File: src/rtl/astar_heuristic_eval_if.sv
// Request/result handshake bundle for the A* node evaluator.
interface astar_heuristic_eval_if #(
  parameter int unsigned COORD_W = 16,
  parameter int unsigned COST_W  = 32,
  parameter int unsigned TAG_W   = 8
);
  logic               in_valid;
  logic               in_ready;
  logic [1:0]         mode;
  logic [COST_W-1:0]  g;
  logic [COORD_W-1:0] x_curr;
  logic [COORD_W-1:0] y_curr;
  logic [COORD_W-1:0] x_goal;
  logic [COORD_W-1:0] y_goal;
  logic [TAG_W-1:0]   tag_in;
  logic               out_valid;
  logic               out_ready;
  logic [COST_W-1:0]  f;
  logic [COORD_W:0]   h;
  logic [TAG_W-1:0]   tag_out;
  logic               sat;
  logic               busy;

  // Requester / result consumer side.
  modport master (
    output in_valid, mode, g, x_curr, y_curr, x_goal, y_goal, tag_in, out_ready,
    input  in_ready, out_valid, f, h, tag_out, sat, busy
  );

  // Evaluator side.
  modport slave (
    input  in_valid, mode, g, x_curr, y_curr, x_goal, y_goal, tag_in, out_ready,
    output in_ready, out_valid, f, h, tag_out, sat, busy
  );
endinterface

File: src/rtl/astar_heuristic_eval.sv
// A* node evaluator: f = g + h(curr, goal) with selectable heuristic
// (Manhattan, octile, floor-Euclidean via bit-serial sqrt, zero).
module astar_heuristic_eval #(
  parameter int unsigned COORD_W = 16,
  parameter int unsigned COST_W  = 32,
  parameter int unsigned TAG_W   = 8
) (
  input  logic                  clk,
  input  logic                  rst,
  astar_heuristic_eval_if.slave bus
);

  if (COST_W < COORD_W + 1) begin : g_width_check
    $error("astar_heuristic_eval: COST_W must be >= COORD_W+1");
  end

  localparam int unsigned SW    = 2 * COORD_W + 2;  // s padded to an even bit count
  localparam int unsigned RW    = COORD_W + 3;      // shifted remainder / trial width
  localparam int unsigned CNT_W = $clog2(COORD_W + 1);
  localparam logic [CNT_W-1:0] CNT_LAST = CNT_W'(COORD_W);

  typedef enum logic [2:0] {IDLE, HEUR, SQRT, SUM, OUT} state_t;

  state_t state_q, state_d;

  logic [COORD_W-1:0] dx_q, dy_q;
  logic [COST_W-1:0]  g_q;
  logic [1:0]         mode_q;
  logic [TAG_W-1:0]   tag_q;
  logic [COORD_W:0]   h_q;
  logic [SW-1:0]      s_q;
  logic [COORD_W:0]   rem_q;
  logic [COORD_W:0]   root_q;
  logic [CNT_W-1:0]   cnt_q;

  logic [COST_W-1:0]  f_q;
  logic [COORD_W:0]   h_out_q;
  logic [TAG_W-1:0]   tag_out_q;
  logic               sat_q;

  logic [COORD_W-1:0] dx_in, dy_in, mn, mx;
  logic [COORD_W+6:0] oct_prod;
  logic [COORD_W:0]   manh_h, oct_h;
  logic [SW-1:0]      sq;
  logic [RW-1:0]      rem_sh, trial, rem_diff;
  logic               take;
  logic [COORD_W:0]   rem_next, root_next;
  logic [COST_W:0]    sum;

  // State register.
  always_ff @(posedge clk or posedge rst) begin
    if (rst) state_q <= IDLE;
    else     state_q <= state_d;
  end

  // Next-state logic.
  always_comb begin
    state_d = state_q;
    unique case (state_q)
      IDLE: if (bus.in_valid)           state_d = HEUR;
      HEUR: state_d = (mode_q == 2'd2) ? SQRT : SUM;
      SQRT: if (cnt_q == CNT_LAST)      state_d = SUM;
      SUM:  state_d = OUT;
      OUT:  if (bus.out_ready)          state_d = IDLE;
      default: state_d = IDLE;
    endcase
  end

  // Heuristic arithmetic, one sqrt step, and the saturating sum.
  always_comb begin
    dx_in = (bus.x_curr >= bus.x_goal) ? bus.x_curr - bus.x_goal : bus.x_goal - bus.x_curr;
    dy_in = (bus.y_curr >= bus.y_goal) ? bus.y_curr - bus.y_goal : bus.y_goal - bus.y_curr;
    mn = (dx_q < dy_q) ? dx_q : dy_q;
    mx = (dx_q < dy_q) ? dy_q : dx_q;
    manh_h = (COORD_W+1)'(dx_q) + (COORD_W+1)'(dy_q);
    oct_prod = (COORD_W+7)'(mn) * (COORD_W+7)'(106);
    oct_h = (COORD_W+1)'(mx) + (COORD_W+1)'(oct_prod[COORD_W+6:8]);
    sq = SW'(dx_q) * SW'(dx_q) + SW'(dy_q) * SW'(dy_q);
    // Restoring step: bring down two radicand bits, try subtracting 4*root+1.
    rem_sh    = {rem_q, s_q[SW-1 -: 2]};
    trial     = {root_q, 2'b01};
    take      = (rem_sh >= trial);
    rem_diff  = take ? rem_sh - trial : rem_sh;
    rem_next  = (COORD_W+1)'(rem_diff);
    root_next = {root_q[COORD_W-1:0], take};
    sum = (COST_W+1)'(g_q) + (COST_W+1)'(h_q);
  end

  // Datapath registers: capture on accept, evaluate, publish at SUM.
  always_ff @(posedge clk or posedge rst) begin
    if (rst) begin
      dx_q <= '0; dy_q <= '0; g_q <= '0; mode_q <= '0; tag_q <= '0;
      h_q <= '0; s_q <= '0; rem_q <= '0; root_q <= '0; cnt_q <= '0;
      f_q <= '0; h_out_q <= '0; tag_out_q <= '0; sat_q <= 1'b0;
    end else begin
      unique case (state_q)
        IDLE: if (bus.in_valid) begin
          dx_q   <= dx_in;
          dy_q   <= dy_in;
          g_q    <= bus.g;
          mode_q <= bus.mode;
          tag_q  <= bus.tag_in;
        end
        HEUR: begin
          unique case (mode_q)
            2'd0:    h_q <= manh_h;
            2'd1:    h_q <= oct_h;
            default: h_q <= '0;
          endcase
          s_q    <= sq;
          rem_q  <= '0;
          root_q <= '0;
          cnt_q  <= '0;
        end
        SQRT: begin
          s_q    <= s_q << 2;
          rem_q  <= rem_next;
          root_q <= root_next;
          h_q    <= root_next;
          cnt_q  <= cnt_q + 1'b1;
        end
        SUM: begin
          f_q       <= sum[COST_W] ? '1 : sum[COST_W-1:0];
          sat_q     <= sum[COST_W];
          h_out_q   <= h_q;
          tag_out_q <= tag_q;
        end
        default: ;
      endcase
    end
  end

  assign bus.in_ready  = (state_q == IDLE);
  assign bus.out_valid = (state_q == OUT);
  assign bus.busy      = (state_q != IDLE);
  assign bus.f         = f_q;
  assign bus.h         = h_out_q;
  assign bus.tag_out   = tag_out_q;
  assign bus.sat       = sat_q;

endmodule

File: src/flat_wrapper.sv
// flat-port wrapper written by rule: the top's interface ports become plain ports
module astar_heuristic_eval_flat 
#(
  parameter int unsigned COORD_W = 16,
  parameter int unsigned COST_W  = 32,
  parameter int unsigned TAG_W   = 8
)
  (clk, rst, bus_in_valid, bus_mode, bus_g, bus_x_curr, bus_y_curr, bus_x_goal, bus_y_goal, bus_tag_in, bus_out_ready, bus_in_ready, bus_out_valid, bus_f, bus_h, bus_tag_out, bus_sat, bus_busy);
  astar_heuristic_eval_if #(.COORD_W(COORD_W), .COST_W(COST_W), .TAG_W(TAG_W)) bus_i ();
  input  logic clk;
  input  logic rst;
  input wire logic [$bits(bus_i.in_valid)-1:0] bus_in_valid;
  input wire logic [$bits(bus_i.mode)-1:0] bus_mode;
  input wire logic [$bits(bus_i.g)-1:0] bus_g;
  input wire logic [$bits(bus_i.x_curr)-1:0] bus_x_curr;
  input wire logic [$bits(bus_i.y_curr)-1:0] bus_y_curr;
  input wire logic [$bits(bus_i.x_goal)-1:0] bus_x_goal;
  input wire logic [$bits(bus_i.y_goal)-1:0] bus_y_goal;
  input wire logic [$bits(bus_i.tag_in)-1:0] bus_tag_in;
  input wire logic [$bits(bus_i.out_ready)-1:0] bus_out_ready;
  output wire logic [$bits(bus_i.in_ready)-1:0] bus_in_ready;
  output wire logic [$bits(bus_i.out_valid)-1:0] bus_out_valid;
  output wire logic [$bits(bus_i.f)-1:0] bus_f;
  output wire logic [$bits(bus_i.h)-1:0] bus_h;
  output wire logic [$bits(bus_i.tag_out)-1:0] bus_tag_out;
  output wire logic [$bits(bus_i.sat)-1:0] bus_sat;
  output wire logic [$bits(bus_i.busy)-1:0] bus_busy;
  assign bus_i.in_valid = bus_in_valid;
  assign bus_i.mode = bus_mode;
  assign bus_i.g = bus_g;
  assign bus_i.x_curr = bus_x_curr;
  assign bus_i.y_curr = bus_y_curr;
  assign bus_i.x_goal = bus_x_goal;
  assign bus_i.y_goal = bus_y_goal;
  assign bus_i.tag_in = bus_tag_in;
  assign bus_i.out_ready = bus_out_ready;
  assign bus_in_ready = bus_i.in_ready;
  assign bus_out_valid = bus_i.out_valid;
  assign bus_f = bus_i.f;
  assign bus_h = bus_i.h;
  assign bus_tag_out = bus_i.tag_out;
  assign bus_sat = bus_i.sat;
  assign bus_busy = bus_i.busy;
  astar_heuristic_eval #(.COORD_W(COORD_W), .COST_W(COST_W), .TAG_W(TAG_W)) u_core (.clk(clk), .rst(rst), .bus(bus_i));
endmodule
File: config.mk
export PLATFORM = sky130hd
export DESIGN_NAME = astar_heuristic_eval_flat
export DESIGN_NICKNAME = d
export VERILOG_FILES = /design/src/rtl/astar_heuristic_eval_if.sv /design/src/rtl/astar_heuristic_eval.sv /design/src/flat_wrapper.sv
export SDC_FILE = /design/constraint.sdc
export NUM_CORES = 2
export LEC_CHECK = 0
export CORE_MARGIN = 1.5
export CORE_UTILIZATION = 60
export DETAILED_ROUTE_END_ITERATION = 8
export HOLD_SLACK_MARGIN = 0.08
export PLACE_DENSITY = 0.81
export SYNTH_ARGS = -nofsm -noshare
export SYNTH_HDL_FRONTEND = slang
export SYNTH_SLANG_ARGS = --single-unit
File: constraint.sdc
create_clock -name clk -period 16.8 [get_ports clk]
set_input_delay 3.36 -clock clk [delete_from_list [all_inputs] [get_ports clk]]
set_output_delay 3.36 -clock clk [all_outputs]
set_load 0.02 [all_outputs]
==> results.yml <==
status:
  status: "finished clean"
critical_path:
  critPathKind: "flop to flop"
  worstPathRequired_ns: 17.23
  critPathMaxFanout: 32
  start_kind: "flop"
  slowest_stage: "nand3_2"
  worstSetupEndpointType: "flop"
  critical_path.max_stage_delay_ns: 0.60
  crit_arrival_ns: 10.06
logic_synthesis:
  yosysUniqueCellTypes: 69
  synth.top_cell.area_share: 0.264
  synth_fp_nets: 4574
  yosys.area_share.simple: 0.129
  synth.area.top_cells: "fa_1, dfrtp_1, ha_1"
  synthXorXnorAreaFrac: 0.0388
  synthFlopType: "dfrtp_1"
  yosysSeqAreaShare: 0.177
  syn_area_um2: 31800
  synth_fa_ha_area_frac: 0.417
  yosysTopAreaCell: "fa_1"
  yosys_register_bits: 225
  synth.area.mux_share: 0.0163
  synth_top_family_by_area: "adder cells"
  yosysWarnings: 0
  avgSynthCellArea_um2: 8.70
  async_reset_ff_frac: 1.00
  synth_compound_area_frac: 0.118
  synth_edf_count: 0
  synth_cells: 3656
die:
  ioPinCount: 171
  rows: 84
  die_area_um2: 54400
  die_w_um: 233
  dieHeight_um: 233
  initial_core_util: 0.607
  design.core.area_um2: 52400
grt:
  grt_pass1_wl_mm: 135
  met3_usage: 0.0573
  met1_usage: 0.398
  use_met2: 0.546
  first_global_vias: 25773
  grt_busiest_layer: "met2"
  grt_overflow_total: 0
  antenna_found_initial: 3
  grt_util_all_layers: 0.319
  grt_max_degree: 98
sta:
  worst_slew_pin_slew_ns: 1.24
  slew_viol_final: 0
  setup_tns_ns: 0
  finalSetupViolCount: 0
  period_share: 0.573
  rsz0062_at_grt: "false"
  fin_skew_ns: 0.0248
  min_period_ns: 9.63
  final_hold_viol_count: 0
  clock.fmax_ghz: 0.104
  slew_headroom: 0.169
  hold_ws_ns: 0.461
cts:
  htreeDepth: 1
  clock_tree.root_cell: "clkbuf_16"
  worstSkewPairLatency_ns: 0.59
  cts_resized: 0
  numCtsBuffers: 27
  path_clk_slew_ns: 0.07
  cts.path.max_buffers: 3
  clkSinkCount: 225
  cts_tree: "yes"
  cts_hold_buf: 0
  cts_setup_buffers: 0
route:
  drt-wirelength-per-cell_um: 18.8
  drtPass1Iterations: 6
  drtIter0Drc: 1957
  viasPerCell: 5.62
  vias: 25084
  ant_nets: 0
  drc: 0
  routed_wl_mm: 83.9
finish:
  final_common_cell: "inv_1"
  fin_cells: 4465
  nets: 4673
  fill_cells: 4155
  drive_above_1_share: 0.0291
  area_growth_pct: 10.2
  layout_common_cells: "inv_1, nand2_1, fa_1"
  utilization: 0.669
worst_hold_path:
  hold_class: "flop to flop"
run:
  cap_violations: 0
placement:
  io_buffers: 170
  gp_congestion: 0.995
  hpwl_mm: 67.7
  dp.cells: 4414
stage by stage:
stage | instance area [um^2] | worst slack (ns)
floorplan | 31800 | 7.28
global placement | 34200 | 7.67
detailed placement | 34200 | 7.45
CTS | 35100 | 7.34
global route | 35100 | 6.43
finish | 35100 | 7.17
state kept, by name, summed over array words and instances, names as in the netlist:
name,cells
u_core.state_q,3
u_core.dx_q,16
u_core.dy_q,16
u_core.bus.tag_out,8
u_core.g_q,32
u_core.cnt_q,5
u_core.tag_q,8
u_core.bus.f,32
u_core.rem_q,17
u_core.mode_q,2
u_core.root_q,17
u_core.bus.h,17
u_core.h_q,17
u_core.s_q,34
u_core.bus.sat,1
worst paths after layout:
check / slack [ns] / endpoint / cells after the start / startpoint
min in group asynchronous: 3.27 / u_core.g_q[14] / 2 / rst
worst max-delay path: 7.17 / u_core.h_q[16] / 34 / u_core.dy_q[10]
worst max register to register: 7.17 / u_core.h_q[16] / 34 / u_core.dy_q[10]
max in group asynchronous: 12.15 / u_core.g_q[19] / 3 / rst
worst min-delay path: 0.46 / u_core.bus.tag_out[4] / 2 / u_core.tag_q[4]
worst min register to register: 0.46 / u_core.bus.tag_out[4] / 2 / u_core.tag_q[4]
layout make-up:
type                            count  area [um^2]  area share
Inverter                          746         2810      0.0801
Clock buffer                       40          795      0.0227
Sequential cell                   225         5630       0.161
Antenna cell                        1         2.50   0.0000714
Multi-Input combinational cell   2553        22900       0.654
Timing Repair Buffer              202         1940      0.0554
Tap cell                          688          861      0.0245
Clock inverter                     10          108     0.00307
layer usage:
metal,share of wire,vias up
li1,-,11734
met1,0.39,12133
met2,0.48,989
met3,0.078,228
met4,0.045,0
met5,0,-
synth_stat cells, drive strengths merged (5+ instances only):
cell type	number
o31ai	10
inv	737
or2	5
nor2	223
nand4	21
and3	17
o21bai	20
o22ai	24
a22oi	20
xnor2	91
buf	12
clkbuf	120
mux2i	35
fa	420
and2	71
nor3	21
o31a	8
o21ai	179
nand2	480
a21o	57
nand3b	6
xor2	50
dfrtp	225
nand2b	24
mux2	15
nor2b	29
nand3	29
o211ai	10
o21a	13
a31oi	16
ha	388
a21oi	178
a211oi	18
o221ai	5
a22o	5
a21boi	8
clkinv	9
cells by family after synthesis:
family	Yosys count
multiplexers	50
AND/OR/NAND/NOR	941
XOR/XNOR	141
AO/OA/AOI/OAI	613
adder cells (fa/ha/maj)	808
buffers and inverters	878
flip-flops	225
worst max-delay path, delay by kind of cell, from the launching register on:
kind | cells | cell delay [ns]
XOR/XNOR | 2 | 0.35
adder cells (fa/ha/maj) | 5 | 2.09
buffers and inverters | 5 | 1.16
flip-flops | 1 | 0.58
AO/OA/AOI/OAI | 14 | 3.66
AND/OR/NAND/NOR | 8 | 1.61
Power is not shown: default switching activity piles up to over one toggle a cycle in this logic, so the estimate is an artifact.
